==> src/rtl/measure_freq_multi.sv <==
`timescale 1ns/1ps
`default_nettype none
// +----------------------------------------------------------------------------+
// | Module      : measure_freq_multi                                           |
// | Description : Multi-channel frequency meter. Each channel synchronises an  |
// |               asynchronous pre-divided clock and counts its rising edges   |
// |               over a selectable gate window (1 ms .. 1 s of reference     |
// |               clock). Results carry min/max history, clock-lost and        |
// |               overflow flags, and a common one-cycle valid strobe.         |
// | Revision    : 1.0 - initial release                                        |
// +----------------------------------------------------------------------------+
module measure_freq_multi #(
    parameter int NUM_CH      = 4,
    parameter int C_REF_FREQ  = 100000000,
    parameter int CNT_W       = 24,
    parameter int SYNC_STAGES = 3
) (
    input  logic                    i_ref_clk,
    input  logic                    i_rst_n,
    input  logic [NUM_CH-1:0]       i_meas_div,
    input  logic                    i_enable,
    input  logic [1:0]              i_gate_sel,
    input  logic                    i_clr_minmax,
    output logic [NUM_CH*CNT_W-1:0] o_meas_cnt,
    output logic [NUM_CH*CNT_W-1:0] o_meas_min,
    output logic [NUM_CH*CNT_W-1:0] o_meas_max,
    output logic [NUM_CH-1:0]       o_clk_lost,
    output logic [NUM_CH-1:0]       o_overflow,
    output logic                    o_valid
);

    // Reference cycles per millisecond, and the last gate-counter value for
    // each of the four window lengths (N-1).
    localparam longint          c_base     = longint'(C_REF_FREQ) / 64'sd1000;
    localparam logic [31:0]     c_last_1ms = 32'(c_base - 64'sd1);
    localparam logic [31:0]     c_last_10  = 32'(c_base * 64'sd10 - 64'sd1);
    localparam logic [31:0]     c_last_100 = 32'(c_base * 64'sd100 - 64'sd1);
    localparam logic [31:0]     c_last_1s  = 32'(c_base * 64'sd1000 - 64'sd1);
    localparam logic [CNT_W-1:0] c_cnt_max = '1;

    logic [31:0] r_gate_cnt;
    logic [1:0]  r_sel;
    logic        r_armed;
    logic        r_valid;
    logic        r_first;

    logic [1:0]  w_sel_cur;
    logic [31:0] w_last;
    logic        w_run;
    logic        w_term;
    logic        w_load_first;

    // A window starts whenever the gate counter sits at 0, so the select
    // input seen on that cycle defines the whole window; afterwards the
    // latched copy is used and mid-window changes wait for the next start.
    assign w_sel_cur = (r_gate_cnt == 32'd0) ? i_gate_sel : r_sel;

    // Map the active select onto the terminal gate-counter value
    always_comb begin
        w_last = c_last_1ms;
        case (w_sel_cur)
            2'd0:    w_last = c_last_1ms;
            2'd1:    w_last = c_last_10;
            2'd2:    w_last = c_last_100;
            default: w_last = c_last_1s;
        endcase
    end

    // r_armed gives one idle cycle after reset release in which the window
    // select is captured, so counting only starts the cycle after.
    assign w_run        = i_enable & r_armed;
    assign w_term       = w_run & (r_gate_cnt == w_last);
    // A clear landing on the terminal cycle makes this result the first one
    assign w_load_first = r_first | i_clr_minmax;

    // Gate counter, latched select and registered result strobe
    always_ff @(posedge i_ref_clk) begin
        if (!i_rst_n) begin
            r_gate_cnt <= 32'd0;
            r_sel      <= 2'd0;
            r_armed    <= 1'b0;
            r_valid    <= 1'b0;
        end else begin
            r_armed <= 1'b1;
            r_valid <= w_term;
            r_sel   <= w_sel_cur;
            if (!w_run || w_term) begin
                r_gate_cnt <= 32'd0;
            end else begin
                r_gate_cnt <= r_gate_cnt + 32'd1;
            end
        end
    end

    // Min/max history flag: set by reset or clear, consumed by a result
    always_ff @(posedge i_ref_clk) begin
        if (!i_rst_n) begin
            r_first <= 1'b1;
        end else if (w_term) begin
            r_first <= 1'b0;
        end else if (i_clr_minmax) begin
            r_first <= 1'b1;
        end
    end

    assign o_valid = r_valid;

    for (genvar k = 0; k < NUM_CH; k++) begin : g_ch
        logic [SYNC_STAGES-1:0] r_sync;
        logic [CNT_W-1:0]       r_edge_cnt;
        logic                   r_sticky;
        logic [CNT_W-1:0]       r_res;
        logic [CNT_W-1:0]       r_min;
        logic [CNT_W-1:0]       r_max;
        logic                   r_lost;
        logic                   r_ovf;

        logic                   w_rise;
        logic                   w_sat;
        logic [CNT_W-1:0]       w_next;

        // Rising edge detected between the last two synchroniser stages
        assign w_rise = r_sync[SYNC_STAGES-2] & ~r_sync[SYNC_STAGES-1];
        // Saturation means an edge arrived with the counter already full,
        // i.e. the reported count is no longer exact.
        assign w_sat  = w_rise & (r_edge_cnt == c_cnt_max);
        assign w_next = w_sat ? c_cnt_max
                              : r_edge_cnt + {{(CNT_W-1){1'b0}}, w_rise};

        // Shift the asynchronous divided clock through the synchroniser
        always_ff @(posedge i_ref_clk) begin
            if (!i_rst_n) begin
                r_sync <= '0;
            end else begin
                r_sync <= {r_sync[SYNC_STAGES-2:0], i_meas_div[k]};
            end
        end

        // Per-window edge counter with sticky overflow; restarts each window
        always_ff @(posedge i_ref_clk) begin
            if (!i_rst_n || !w_run || w_term) begin
                r_edge_cnt <= '0;
                r_sticky   <= 1'b0;
            end else begin
                r_edge_cnt <= w_next;
                if (w_sat) begin
                    r_sticky <= 1'b1;
                end
            end
        end

        // Capture the closing window's result and update min/max history
        always_ff @(posedge i_ref_clk) begin
            if (!i_rst_n) begin
                r_res  <= '0;
                r_min  <= '0;
                r_max  <= '0;
                r_lost <= 1'b0;
                r_ovf  <= 1'b0;
            end else if (w_term) begin
                r_res  <= w_next;
                r_ovf  <= r_sticky | w_sat;
                r_lost <= (w_next == '0);
                if (w_load_first) begin
                    r_min <= w_next;
                    r_max <= w_next;
                end else begin
                    if (w_next < r_min) begin
                        r_min <= w_next;
                    end
                    if (w_next > r_max) begin
                        r_max <= w_next;
                    end
                end
            end
        end

        assign o_meas_cnt[k*CNT_W +: CNT_W] = r_res;
        assign o_meas_min[k*CNT_W +: CNT_W] = r_min;
        assign o_meas_max[k*CNT_W +: CNT_W] = r_max;
        assign o_clk_lost[k]                = r_lost;
        assign o_overflow[k]                = r_ovf;
    end

endmodule
`default_nettype wire
==> config.mk <==
export PLATFORM = sky130hd
export DESIGN_NAME = measure_freq_multi
export DESIGN_NICKNAME = d
export VERILOG_FILES = /design/src/rtl/measure_freq_multi.sv
export SDC_FILE = /design/constraint.sdc
export NUM_CORES = 1
export LEC_CHECK = 0
export ABC_AREA = 1
export CAP_MARGIN = 40
export CORE_MARGIN = 5
export CORE_UTILIZATION = 56
export DETAILED_ROUTE_END_ITERATION = 10
export PLACE_DENSITY = 0.78
export RECOVER_POWER = 25
export SLEW_MARGIN = 10
export SYNTH_ARGS = -nofsm -noshare
export SYNTH_HDL_FRONTEND = slang
export SYNTH_SLANG_ARGS = --single-unit
==> constraint.sdc <==
create_clock -name i_ref_clk -period 5.15 [get_ports i_ref_clk]
set_clock_uncertainty 0.15 [all_clocks]
set_input_delay 0.7725 -clock i_ref_clk [delete_from_list [all_inputs] [get_ports i_ref_clk]]
set_output_delay 0.7725 -clock i_ref_clk [all_outputs]
set_load 0.02 [all_outputs]
# --- Word level (Yosys, flattened, before mapping) ---
# Index checks and enable logic that the tools add are counted.
classes:
  bitwise_logic: 20
  addsub: 5
  n_eq_ne: 7
  mux: 25
  n_lt_le_gt_ge: 8
  n_reduce_logical: 29
ops:
  columns: ["cell", "n"]
  rows:
  - ["2-to-1 mux 24 bit", 20]
  - ["adder 24 x 1 -> 24 bit", 4]
  - ["equality test 24 bit (second input constant)", 4]
  - ["greater-than comparator 24 bit", 4]
  - ["logical NOT 24 bit", 4]
  - ["less-than comparator 24 bit", 4]
  - ["one-hot mux 27 bit (3 select lines)", 1]
  - ["adder 32 x 1 -> 32 bit (second input constant)", 1]
  - ["equality test 32 bit", 1]
  - ["logical NOT 32 bit", 1]
  - ["nonzero test 2 bit", 9]
  - ["AND reduction 2 bit", 8]
  - ["AND 1 bit", 10]
  - ["inverter 1 bit", 5]
  - ["bitwise OR 1 bit", 5]
  - ["logical OR 1 bit", 3]
  - ["2-to-1 mux 1 bit", 3]
  - ["equality test 2 x 1 -> 1 bit (second input constant)", 1]
  - ["equality test 2 bit (second input constant)", 1]
  - ["logical NOT 1 bit", 2]
  - ["logical NOT 2 bit", 1]
  - ["2-to-1 mux 2 bit", 1]
  - ["OR reduction 2 bit", 1]
word_totals:
  ff_bits: 445
  input_bits: 10
  output_inout_bits: 297

# --- Depth between registers and ports, before layout ---
depth:
  word_depth: 8
  mapped_depth: 30
  mapped_depth_nobuf: 29

# --- Least setup slack after synthesis ---
# No wires, ideal clock.
synth_timing:
  path_type: "register to register"
  startpoint: "register g_ch[1].r_sync[1]"
  endpoint: "register g_ch[1].r_min[5]"
  path_slack_ns: 1.395
  stages_incl_launch_ff: 28
  arrival_time_ns: 3.490
  required_ns: 4.885
  n_path_buf: 2
  setup_ns: 0.115
  synth_period_minus_slack_ns: 3.755
  path_cell_list: "dfxtp_1 > inv_1 > nor2_1 > ha_1 > ha_1 > inv_1 > nor2_2 > nand2_1 > inv_1 > nand3b_1 > nor2_1 > nand2_1 > and2_1 > nor3_1 > inv_1 > ha_1 > nand2_1 > o21ai_0 > nand2_1 > o211ai_1 > nor2_1 > nand2_1 > nand2_1 > buf_2 > clkbuf_1 > nand3_1 > nand2_1 > nor2_1"
synth_between:
  elab_chain_len: 6
  elab_cells_between_ends: 9
  classes_between: "add/sub (1); order compare (1); mux (3); bitwise (2); reduce/logical (2)"
synth_rtl:
  columns: ["item", "line_no", "source"]
  rows:
  - ["start: declaration", "109", "logic [SYNC_STAGES-1:0] r_sync;"]
  - ["start signal: assignment", "135", "r_sync <= {r_sync[SYNC_STAGES-2:0], i_meas_div[k]};"]
  - ["AND 1 bit *", "123", "assign w_rise = r_sync[SYNC_STAGES-2] & ~r_sync[SYNC_STAGES-1];"]
  - ["adder 24 x 1 -> 24 bit or AND 1 bit (tied branches)", "128, 126", null]
  - ["2-to-1 mux 24 bit *", "127", "assign w_next = w_sat ? c_cnt_max"]
  - ["via g_ch[1].w_next[18]", "120", "logic [CNT_W-1:0] w_next;"]
  - ["less-than comparator 24 bit *", "168", "if (w_next < r_min) begin"]
  - ["nonzero test 2 bit (no line) *", null, null]
  - ["AND reduction 2 bit (no line) *", null, null]
  - ["end signal: assignment", "165", "r_min <= w_next;"]
  - ["end signal: assignment", "169", "r_min <= w_next;"]
  - ["end: declaration", "113", "logic [CNT_W-1:0] r_min;"]
# The timed path passes the listed nets; every way through them passes the cells marked *. The select of a mux whose other input is x is not followed.
# A chain may end at the register's enable or synchronous reset.

# --- Final worst setup path ---
layout_timing:
  startpoint: "register r_gate_cnt[27]"
  endpoint: "register g_ch[1].r_res[13]"
layout_between:
  elab_chain_len: 6
  elab_cells_between_ends: 8
  classes_between: "eq/ne (3); mux (2); bitwise (1); reduce/logical (2)"
layout_rtl:
  columns: ["item", "line_no", "source"]
  rows:
  - ["start: declaration", "41", "logic [31:0] r_gate_cnt;"]
  - ["start signal: assignment", "90", "r_gate_cnt <= r_gate_cnt + 32'd1;"]
  - ["logical NOT 32 bit *", "56", "assign w_sel_cur = (r_gate_cnt == 32'd0) ? i_gate_sel : r_sel;"]
  - ["2-to-1 mux 2 bit *", "56", null]
  - ["via w_sel_cur[0]", "47", "logic [1:0] w_sel_cur;"]
  - ["equality test 2 bit (tied with other cells)", "61", "case (w_sel_cur)"]
  - ["one-hot mux 27 bit (3 select lines) *", "61", null]
  - ["equality test 32 bit *", "72", "assign w_term = w_run & (r_gate_cnt == w_last);"]
  - ["AND 1 bit *", "72", null]
  - ["end signal: assignment", "161", "r_res <= w_next;"]
  - ["end: declaration", "112", "logic [CNT_W-1:0] r_res;"]
# The timed path passes the listed nets; every way through them passes the cells marked *.

==> out/metrics.cfg <==
[pwr]
netSwitchingPower_uw = 1570
power.internal_uw = 5760
power_density_mw_per_mm2 = 250
seqPwrFrac_pct = 47.1
ir_drop_v = 0.000195
p_clk_share_pct = 50.5
power_frac_comb_pct = 2.4
p_sw_share_pct = 21.4
finalPower_uw = 7330
leakagePower_uw = 0.0150

[global_route]
grt_pass1_vias = 21900
grt_max_degree = 72
grt-ovfl-total = 0
antenna_found_initial = 1
grt_first_pass_wirelength_um = 113000
grt_use_total_pct = 28.7

[clock_tree]
clock_path_buffers = 3
ctsResizeCount = 0
clk_latency_ps = 590
cts_tree = yes
clk_pin_slew_ps = 60
h-tree-depth = 2
cts-hold-fix-buffers = 0
postCtsSetupRepairBufs = 0
cts_buffers = 49
ctsRootBufferMaster = clkbuf_16
cts_sinks = 445

[logic_synthesis]
synth_top_area_share_pct = 37.0
synthTopCellsByArea = dfxtp_1 37%, nand2_1 12%, ha_1 11%
synth.ff_latch_count = 445
synth.distinct_cells = 45
yosysWarnings = 0
syn_area_mm2 = 0.0241
synthCells = 3527
ys_seq_area_share_pct = 37.0
yosysTopAreaCell = dfxtp_1
synth_edf_count = 0
synth_flop_cell = dfxtp_1
avgSynthCellArea_um2 = 6.83
synthArstFlopShare_pct = 0
syn-num-nets = 3742

[die]
die_h_um = 217
rows = 76
core_mm2 = 0.0428
start_util_pct = 56.3
pin_count = 307
dieArea_mm2 = 0.0473
die_x_um = 217

[place]
dp.cells = 4304
gp_congestion = 0.957
numPortBuffers = 306
dpl.hpwl_um = 51600
dpl_cell_area_mm2 = 0.0276

[route]
wl_per_cell_um = 15.8
detail-route-antenna-nets = 0
dr.pass1.iters = 6
drc = 0
drt_iter0_markers = 1721
vias = 23000
via_per_inst = 5.25
wl_um = 69500

[sta]
worst_pin_slew_ps = 2710
fmax_mhz = 222
period_share_pct = 87.5
hold_viol = 0
fin_crit_ps = 4500
setup_viol = 0
hold_slack_ps = 247
tns_ps = 0
maxSlewHeadroom_pct = -80.7
rsz0062_at_grt = no
slew_violations = 129

[worst_setup_path]
slowest_stage = buf_4
worstPathArrival_ps = 4850
start_kind = flip-flop
cp_max_fo = 33
crit_chain = nor2_1 -> nand3_1 -> nor2_1 -> nand2_2 -> o21ai_2 -> nand2_1 -> ha_1 -> o21ai_0 -> nand2_1 -> nor3_1 -> nand3_1 -> nor2_1 -> nand2_1 -> nor2_2 -> nand3_4 -> clkinv_2 -> buf_4 -> o21ai_0 -> a21oi_1
worst-setup-path-type = reg -> reg
cp-end-kind = flip-flop
max_stage_delay_ps = 420
cp.required_ps = 5500

[cells_and_area]
final_cells = 4392
nNetsFinal = 4024
layout-drive-gt1-share_pct = 4.03
stdcell_area_mm2 = 0.0293
fillers = 3711
area_growth_pct = 21.7

[status]
violations = capacitance limit, slew limit
status = finished, violations left

[flow_run]
cap_violations = 2

[hold_path]
worst_hold_path_type = reg -> reg

metrics by stage:
| step | utilization (%) | setup slack [ps] |
|---|---|---|
| floorplan | - | 1400 |
| global route | 68.5 | 77.3 |
| CTS | 68.5 | 647 |
| global placement | 64.5 | 797 |
| finish | 68.5 | 645 |
| detailed placement | 64.5 | 721 |
layout by cell type, fill, tap and decap left out, types with 135 or more instances in the layout:
cell type          n
a21oi_1          251
clkdlybuf4s50_1  135
dfxtp_1          445
dlygate4sd3_1    170
ha_1             205
inv_1            670
nand2_1          776
nand3_1          139
nor2_1           388
o21ai_0          202
synth_stat cells, types with 4 or more instances:
library cell  instances
a211oi_1             13
a21oi_1             251
a31oi_1               9
buf_1                 4
buf_2                48
buf_4                12
buf_6                 5
clkbuf_1             45
dfxtp_1             445
ha_1                205
inv_1               670
inv_2                11
nand2_1             774
nand2_2               5
nand3_1             140
nand3b_1             12
nand4_1              68
nor2_1              389
nor3_1               63
nor3b_1              10
nor4_1               16
o21a_1                7
o21ai_0             202
o21ai_1              32
o221ai_1              7
or2_2                11
xnor2_1              13
xor2_1               29
cell type report:
cell class	count	area [µm²]	area share [%]
Antenna cell	1	2.50	0.00854
Clock buffer	68	1450	4.95
Clock inverter	19	255	0.871
Inverter	681	2560	8.73
Multi-Input combinational cell	2287	12100	41.2
Sequential cell	445	8910	30.4
Tap cell	546	683	2.33
Timing Repair Buffer	345	3380	11.5
routing by layer:
layer  up-vias  GRT usage (%)  wire, µm
met5         -              0         0
met3       124           4.98      5360
met2       830           46.6     31300
met4         0           9.29      1930
met1     10400           39.1     31000
li1      11700              -         -
worst max-delay path: cells and delay by family, from the launching register on:
| family | cells | cell delay (ps) |
|---|---|---|
| DFF | 1 | 340 |
| and+or+nand+nor | 12 | 1760 |
| AOI/OAI and AO/OA | 4 | 900 |
| buffers and inverters | 2 | 830 |
| adders and majority gates | 1 | 400 |
path summary, 6_finish.rpt:
path	end	depth (start not counted)	start	slack, ps
max	g_ch[1].r_res[13]	19	r_gate_cnt[27]	650
min	g_ch[0].r_sync[1]	2	g_ch[0].r_sync[0]	250
max reg2reg	g_ch[1].r_res[13]	19	r_gate_cnt[27]	650
min reg2reg	g_ch[0].r_sync[1]	2	g_ch[0].r_sync[0]	250
power by group through the flow:
stage	logic (µW)	registers, µW	clock network, µW
floorplan	125	3530	0
global placement	174	3530	0
detailed placement	173	3530	0
CTS	174	3450	3750
global route	200	3450	3910
finish	177	3450	3700
sequential cells by signal, summed over array words and instances (netlist names):
name / cells
g_ch.r_sync: 12
r_first: 1
r_sel: 2
r_gate_cnt: 32
g_ch.r_min: 96
g_ch.r_lost: 4
g_ch.r_res: 96
r_armed: 1
o_valid: 1
g_ch.r_ovf: 4
g_ch.r_sticky: 4
g_ch.r_max: 96
g_ch.r_edge_cnt: 96
logic make-up (layout without fill, tap and decap cells):
| family | Yosys count | after routing | share of synthesized area (%) |
|---|---|---|---|
| buffers and inverters | 795 | 1113 | 13.0 |
| other | 0 | 1 | 0 |
| adder cells (fa/ha/maj) | 205 | 205 | 10.7 |
| flip-flops | 445 | 445 | 37.0 |
| XOR/XNOR | 42 | 42 | 1.53 |
| AO/OA/AOI/OAI | 538 | 538 | 11.8 |
| AND/OR/NAND/NOR | 1502 | 1502 | 26.1 |
Note: power is estimated with default switching activity, not from simulation.
